### config.mk
export PLATFORM = sky130hd
export DESIGN_NAME = bram_loader
export DESIGN_NICKNAME = d
export VERILOG_FILES = /design/src/rtl/loader_pkg.sv /design/src/rtl/bram_loader.sv
export SDC_FILE = /design/constraint.sdc
export NUM_CORES = 1
export LEC_CHECK = 0
export BUFFER_PORTS_ARGS = -buffer_cell sky130_fd_sc_hd__buf_2
export CORE_ASPECT_RATIO = 1.5
export CORE_MARGIN = 2
export CORE_UTILIZATION = 58
export CTS_BUF_LIST = sky130_fd_sc_hd__clkbuf_16
export DETAILED_ROUTE_END_ITERATION = 7
export PLACE_DENSITY = 0.95
export SLEW_MARGIN = 15
export SYNTH_ARGS = -nofsm -noshare
export SYNTH_HDL_FRONTEND = slang
export SYNTH_SLANG_ARGS = --single-unit
### constraint.sdc
create_clock -name clk -period 4.26 [get_ports clk]
set_input_delay 0.426 -clock clk [delete_from_list [all_inputs] [get_ports clk]]
set_output_delay 0.426 -clock clk [all_outputs]
set_load 0.05 [all_outputs]
### src/rtl/loader_pkg.sv
// Shared definitions for the BRAM loader: FSM state encoding and the
// byte-order constant used when two upstream bytes are packed into a word.
package loader_pkg;

    typedef enum logic [2:0] {
        IDLE   = 3'd0,
        GET_HI = 3'd1,
        GET_LO = 3'd2,
        WRITE  = 3'd3,
        READ   = 3'd4,
        CHECK  = 3'd5,
        DONE   = 3'd6,
        ERROR  = 3'd7
    } state_t;

    // First byte of each pair carries word[15:8].
    localparam bit BIG_ENDIAN = 1'b1;

    // Place one upstream byte into the word being assembled.
    function automatic logic [15:0] place_byte(
        input logic [15:0] word,
        input logic [7:0]  data,
        input logic        first
    );
        logic [15:0] r;
        r = word;
        if (first == BIG_ENDIAN) begin
            r[15:8] = data;
        end else begin
            r[7:0] = data;
        end
        return r;
    endfunction

endpackage

### src/rtl/bram_loader.sv
// Streams byte pairs into port B of a 16-bit BRAM, verifying each word by
// reading it back, and reports a running count and checksum of good words.
//
// Ports:
//   clk, rst            clock, synchronous active-high reset
//   start, len          begin a load of len words (clamped to the depth)
//   byte_valid/_data    upstream byte stream
//   byte_ready          byte accepted this cycle when valid is also high
//   en_b, we_b, addr_b  BRAM port B controls
//   din_b, dout_b       BRAM port B write data / registered read data
//   busy, done, error   load status (done/error are sticky levels)
//   words_written       number of verified words
//   checksum            mod-2^16 sum of verified words
module bram_loader
    import loader_pkg::*;
#(
    parameter int ADDR_WIDTH = 9
) (
    input  logic                  clk,
    input  logic                  rst,
    input  logic                  start,
    input  logic [ADDR_WIDTH:0]   len,
    input  logic                  byte_valid,
    input  logic [7:0]            byte_data,
    output logic                  byte_ready,
    output logic                  en_b,
    output logic                  we_b,
    output logic [ADDR_WIDTH-1:0] addr_b,
    output logic [15:0]           din_b,
    input  logic [15:0]           dout_b,
    output logic                  busy,
    output logic                  done,
    output logic                  error,
    output logic [ADDR_WIDTH:0]   words_written,
    output logic [15:0]           checksum
);

    // Full memory depth expressed in the len width.
    localparam logic [ADDR_WIDTH:0] MAX_LEN = {1'b1, {ADDR_WIDTH{1'b0}}};

    state_t                state_q;
    state_t                state_d;

    logic [ADDR_WIDTH-1:0] ptr_q;
    logic [15:0]           word_q;
    logic [ADDR_WIDTH:0]   len_q;
    logic [ADDR_WIDTH:0]   count_q;
    logic [15:0]           sum_q;

    logic [ADDR_WIDTH:0]   len_clamped;
    logic [ADDR_WIDTH:0]   count_next;
    logic                  can_start;
    logic                  start_ok;
    logic                  xfer;
    logic                  match;

    assign len_clamped = (len > MAX_LEN) ? MAX_LEN : len;
    assign count_next  = count_q + 1'b1;
    assign match       = (dout_b == word_q);
    assign xfer        = byte_valid && byte_ready;

    // Only the idle-like states listen to start; a running load ignores it.
    assign can_start = (state_q == IDLE) ||
                       (state_q == DONE) ||
                       (state_q == ERROR);
    assign start_ok  = can_start && start;

    // ------------------------------------------------------------------
    // State register
    // ------------------------------------------------------------------
    always_ff @(posedge clk) begin
        if (rst) begin
            state_q <= IDLE;
        end else begin
            state_q <= state_d;
        end
    end

    // ------------------------------------------------------------------
    // Next-state logic
    // ------------------------------------------------------------------
    always_comb begin
        state_d = state_q;
        unique case (state_q)
            IDLE, DONE, ERROR: begin
                if (start) begin
                    if (len_clamped == '0) begin
                        state_d = DONE;
                    end else begin
                        state_d = GET_HI;
                    end
                end
            end
            GET_HI: begin
                if (byte_valid) begin
                    state_d = GET_LO;
                end
            end
            GET_LO: begin
                if (byte_valid) begin
                    state_d = WRITE;
                end
            end
            WRITE: begin
                state_d = READ;
            end
            READ: begin
                state_d = CHECK;
            end
            CHECK: begin
                if (!match) begin
                    state_d = ERROR;
                end else if (count_next == len_q) begin
                    state_d = DONE;
                end else begin
                    state_d = GET_HI;
                end
            end
            default: begin
                state_d = IDLE;
            end
        endcase
    end

    // ------------------------------------------------------------------
    // Datapath: word assembly, pointer, count and checksum
    // ------------------------------------------------------------------
    always_ff @(posedge clk) begin
        if (rst) begin
            ptr_q   <= '0;
            word_q  <= '0;
            len_q   <= '0;
            count_q <= '0;
            sum_q   <= '0;
        end else begin
            if (start_ok) begin
                ptr_q   <= '0;
                count_q <= '0;
                sum_q   <= '0;
                len_q   <= len_clamped;
            end
            if (xfer && (state_q == GET_HI)) begin
                word_q <= place_byte(word_q, byte_data, 1'b1);
            end
            if (xfer && (state_q == GET_LO)) begin
                word_q <= place_byte(word_q, byte_data, 1'b0);
            end
            // A mismatch leaves pointer, count and checksum untouched.
            if ((state_q == CHECK) && match) begin
                sum_q   <= sum_q + word_q;
                count_q <= count_next;
                ptr_q   <= ptr_q + 1'b1;
            end
        end
    end

    // ------------------------------------------------------------------
    // Outputs, decoded from the current state
    // ------------------------------------------------------------------
    assign byte_ready = (state_q == GET_HI) || (state_q == GET_LO);
    assign en_b       = (state_q == WRITE) || (state_q == READ);
    assign we_b       = (state_q == WRITE);
    assign busy       = (state_q == GET_HI) || (state_q == GET_LO) ||
                        (state_q == WRITE)  || (state_q == READ)   ||
                        (state_q == CHECK);
    assign done       = (state_q == DONE);
    assign error      = (state_q == ERROR);

    // Address and data are only meaningful while en_b is high; they simply
    // follow the pointer and assembled word, both zero after reset.
    assign addr_b        = ptr_q;
    assign din_b         = word_q;
    assign words_written = count_q;
    assign checksum      = sum_q;

endmodule

# --- Yosys cells after proc, flatten, opt, wreduce, memory -nomap -nowiden ---
# Cells that the tools add are included.
word_totals:
  inputBits: 38
  regBits: 64
  output_inout_bits: 57
  wordCells: 57
classes:
  n_eq_ne: 12
  addsub: 3
  n_bitwise: 1
  n_lt_le_gt_ge: 1
  muxes: 15
  reduce_logical: 18
op_table:
  columns: ["op", "count"]
  rows:
  - ["16-bit 2-to-1 mux", 2]
  - ["10-bit 2-to-1 mux", 3]
  - ["3-bit 2-to-1 mux", 6]
  - ["9-bit 2-to-1 mux", 2]
  - ["3-bit case mux with 6 select lines", 1]
  - ["16-bit adder", 1]
  - ["16-bit == test", 1]
  - ["3-bit == test (second input constant)", 4]
  - ["10-bit by 1-bit adder with 10-bit output (second input constant)", 1]
  - ["10-bit == test", 1]
  - ["10-bit greater-than comparator (second input constant)", 1]
  - ["10-bit logical NOT", 1]
  - ["9-bit by 1-bit adder with 9-bit output (second input constant)", 1]
  - ["8-bit 2-to-1 mux", 1]
  - ["1-bit logical OR", 7]
  - ["3-bit by 2-bit == test with 1-bit output (second input constant)", 2]
  - ["2-bit inequality test (second input constant)", 3]
  - ["1-bit logical AND", 5]
  - ["3-bit by 1-bit == test with 1-bit output (second input constant)", 1]
  - ["3-bit logical NOT", 1]
  - ["3-bit AND reduction", 1]
  - ["3-bit OR reduction", 1]
  - ["2-bit AND reduction", 1]
  - ["2-bit nonzero test", 1]
  - ["1-bit inverter", 1]

# --- Longest topological paths before layout ---
depth:
  word_depth: 6
  depth_mapped: 10
  mapped_depth_nobuf: 9

# --- Least setup slack after synthesis ---
# No wires, ideal clock.
synth_path:
  kind: "register -> register"
  from: "reg word_q[0], in the netlist din_b[0]"
  to: "reg sum_q[14], in the netlist checksum[14]"
  setup_ns: 0.063
  period_less_slack_ns: 2.783
  arrival_ns: 2.720
  path_buffers: 0
  path_stages_with_launch: 10
  t_required_ns: 4.197
  path_slack_ns: 1.477
  path_cell_list: "dfxtp_1 > ha_1 > fa_1 > a21o_1 > a21oi_1 > o21bai_1 > a2111oi_0 > o21ai_0 > a2111o_1 > nand3_1"
synth_between:
  elab_chain_cells: 3
  elab_cells_between_ends: 5
  classes_between: "1 x add/sub; 1 x eq/ne; 1 x mux; 2 x reduce/logical"
synth_lines:
  columns: ["item", "line_no", "text"]
  rows:
  - ["from (decl)", "bram_loader.sv:45", "logic [15:0] word_q;"]
  - ["from (signal assigned)", "bram_loader.sv:143", "word_q <= place_byte(word_q, byte_data, 1'b1);"]
  - ["from (signal assigned)", "bram_loader.sv:146", "word_q <= place_byte(word_q, byte_data, 1'b0);"]
  - ["parallel branches: the longest is 3 deep, another holds 16-bit adder", null, null]
  - ["to (signal assigned)", "bram_loader.sv:150", "sum_q <= sum_q + word_q;"]
  - ["to (decl)", "bram_loader.sv:48", "logic [15:0] sum_q;"]
# Several ways; the timed one is not identified.
# A chain may end at the register's enable or synchronous reset.

# --- Worst setup path in the final report ---
layout_path:
  from: "reg word_q[10], in the netlist din_b[10]"
  to: "reg count_q[3], in the netlist words_written[3]"
layout_between:
  elab_chain_cells: 3
  elab_cells_between_ends: 4
  classes_between: "1 x eq/ne; 1 x mux; 2 x reduce/logical"
layout_lines:
  columns: ["item", "line_no", "text"]
  rows:
  - ["16-bit == test *", "bram_loader.sv:59", "assign match = (dout_b == word_q);"]
  - ["1-bit logical AND *", "bram_loader.sv:149", "if ((state_q == CHECK) && match) begin"]
  - ["10-bit 2-to-1 mux / 2-bit nonzero test (equally long branches)", null, null]
  - ["to (signal assigned)", "bram_loader.sv:151", "count_q <= count_next;"]
  - ["to (decl)", "bram_loader.sv:47", "logic [ADDR_WIDTH:0] count_q;"]
# Mark *: on every way between the ends. The rest lies on a longest branch, timed or not.

==> reports/metrics.csv <==
metric,value,unit
status,"finished, final reports clean",
Syn. warnings,0,
drt total wl,10.6,mm
Resized Gates After CTS,0,
worst-path cell chain,xor2_1 > nor4_1 > nand4_1 > or2_1 > buf_4 > and2_1 > o21ai_1 > a21oi_1,
Initial Utilization,59.4,%
final setup skew,0.00840,ns
largest family of logic cells by synthesized area,simple AND/OR/NAND/NOR gates,
max-cap viol count,0,
Sw Pwr,0.000781,W
Power Density,446,mW/mm2
FP Rows,36,
worst skew pair latency,0.33,ns
Avg WL per Cell,16.4,um
Remaining DRCs,0,
Pwr Total,0.00205,W
clock tree from TritonCTS,built,
"EDFF count, synth",0,
PortBufs,94,
Area growth syn-to-layout,20.1,%
period utilization,72.8,%
Min-Delay Path Class,primary input to flip-flop,
post-synthesis simple-gate area fraction,25.7,%
first-pass GRT wire length,17.1,mm
Layout Nets,621,
Clock Power Share,34.0,%
CP Launch Type,flip-flop,
combinational fraction of design power,31.1,%
Synth Cell Area,0.00383,mm2
Setup crit end kind,flip-flop,
Max VDD drop,307,uV
RSZ-0062 raised after global routing,false,
GR Util All Layers,29.7,%
HPWL Detailed,7.46,mm
CTS Buf Count,9,
worst slew pin tran,0.657,ns
Max Fclk,0.322,GHz
complex-gate fraction of the synthesized area,19.5,%
routability cong.,0.945,
Worst Path Required,4.43,ns
xor/xnor share of the synthesized area,9.15,%
Post-DP Area,0.00432,mm2
Post-synth ARST share,0,%
Crit Path Class,flip-flop to flip-flop,
Final setup viols,0,
Die ar.,0.00728,mm2
setup bufs post-CTS,0,
highest cell delay on the worst timing path,0.61,ns
largest net degree at the start of global routing,43,
I/O pin total,95,
post-synthesis cell count,484,
n_diodes,0,
vias per std cell,6.19,
Post-Layout Inst Area,0.00460,mm2
Worst path slowest cell,nor4_1,
GR Overflow Total,0,
initial DRC count,335,
final worst path period need,3.10,ns
LEAKAGE,2.08,nW
hold slack,0.350,ns
Sw Ratio,38.1,%
mux contribution to synthesized area,2.35,%
DRT Pass-1 Iters,5,
Slew HR,55.8,%
crit path DAT,3.28,ns
post-synth cell types,52,
adder-cell share of the synthesized area,6.08,%
Flop pwr share,34.9,%
final hold vios,0,
Crit Path Max Fanout,42,
Hold Buf Count CTS,0,
final setup TNS,0,ns
syn_nets,540,
syn_area_per_cell,7.91,um2
Die Span Y,103,um
Root Buffer,clkbuf_16,
clk buf depth,2,
Final ANT Viol Nets,0,
Layout fillers,451,
share of layout cells above drive strength 1,20.5,%
TritonCTS Sinks,64,
htree depth,3,
CORE AREA,0.00644,mm2
final slew viol count,0,
Vias,4001,
sequential share of the synthesized area,33.5,%
internal power,0.00127,W
initial antenna violation count,0,
"Reg clk slew, reported paths",0.05,ns
"FF+latch count, synth",64,
fin util,71.4,%
Die W,70.3,um
number of global-route vias before repair,3811,
Post-synth top flop,dfxtp_1,
[power by group through the flow]
stage	Combinational [W]	Clock [W]	Sequential (W)
finish	0.000637	0.000697	0.000717
CTS	0.000631	0.000700	0.000714
detailed placement	0.000628	0	0.000726
global placement	0.000605	0	0.000722
global route	0.000691	0.000729	0.000723
floorplan	0.000463	0	0.000743
[cells in the mapped netlist (7+ instances only)]
cell | number | area share (%)
nor3_1 | 12 | 1.6
nand3b_1 | 8 | 1.6
xnor2_1 | 16 | 3.7
nand3_1 | 26 | 3.4
o21ai_1 | 17 | 2.2
or3_1 | 7 | 1.1
nand2_1 | 40 | 3.9
a211oi_1 | 9 | 1.8
mux2i_1 | 9 | 2.4
nor4_1 | 7 | 1.1
o21ai_0 | 10 | 1.3
a21oi_1 | 56 | 7.3
xor2_1 | 24 | 5.5
inv_1 | 9 | 0.88
nor2_1 | 54 | 5.3
dfxtp_1 | 64 | 33
and3_1 | 10 | 1.6
ha_1 | 17 | 5.6
clkbuf_1 | 25 | 2.5
nor3b_1 | 8 | 1.6
[layout make-up]
cell class / count / area (um2) / share of cell area (%)
clock inverters: 7 / 55.1 / 1.20
repair buffers: 98 / 500 / 10.9
flip-flops and latches: 64 / 1280 / 27.9
well taps: 76 / 95.1 / 2.07
multi-input cells: 383 / 2410 / 52.4
clock buffers: 9 / 225 / 4.90
inverters: 9 / 33.8 / 0.735
[cells in the final DEF, fill, tap and decap left out, types with 4 or more instances in the layout]
| master | count |
|---|---|
| a211oi_1 | 9 |
| a21o_1 | 4 |
| a21oi_1 | 56 |
| and2_1 | 4 |
| and3_1 | 10 |
| buf_2 | 94 |
| buf_4 | 4 |
| clkbuf_16 | 9 |
| dfxtp_1 | 64 |
| ha_1 | 17 |
| inv_1 | 11 |
| mux2i_1 | 9 |
| nand2_1 | 40 |
| nand3_1 | 26 |
| nand3b_1 | 8 |
| nor2_1 | 53 |
| nor3_1 | 12 |
| nor3b_1 | 8 |
| nor4_1 | 7 |
| o21ai_0 | 10 |
| o21ai_1 | 17 |
| or3_1 | 7 |
| xnor2_1 | 16 |
| xor2_1 | 24 |
[kinds of logic (layout without fill, tap and decap cells)]
family,after synthesis,after routing
multiplexers,9,9
AND/OR/NAND/NOR,195,195
adder cells (fa/ha/maj),18,18
XOR/XNOR,40,40
flip-flops,64,64
AO/OA/AOI/OAI,121,121
buffers and inverters,37,123
[sequential cells by signal, indices dropped and copies added, names as in the netlist]
register	cells
checksum	16
din_b	16
len_q	10
words_written	10
addr_b	9
state_q	3
[worst max-delay path: cells and delay by family, from the launching register on]
family / cells / cell delay (ns)
buf+inv: 1 / 0.27
flops: 1 / 0.38
compound gates: 2 / 0.31
simple gates: 4 / 1.79
xor+xnor: 1 / 0.19
[routing by layer]
layer	global-route usage [%]	share of wire, %	vias to the layer above
met5	0	0	-
met1	34.0	37	1857
met2	50.9	50	204
met4	19.2	4.5	0
met3	5.62	8.0	46
li1	-	-	1894
[through the flow]
stage               worst slack (ns)  cells
floorplan                       1.48    484
global placement                1.22    630
detailed placement              1.11    630
CTS                             1.23    646
global route                    1.10    646
finish                          1.16    646
[final timing paths]
kind | slack [ns] | cells after the start | startpoint | endpoint
hold / removal | 0.35 | 3 | byte_data[6] | din_b[14]
setup / recovery | 1.16 | 8 | din_b[10] | words_written[3]
hold reg to reg | 0.47 | 1 | addr_b[8] | addr_b[8]
setup reg to reg | 1.16 | 8 | din_b[10] | words_written[3]
(Power assumes the default switching activity.)
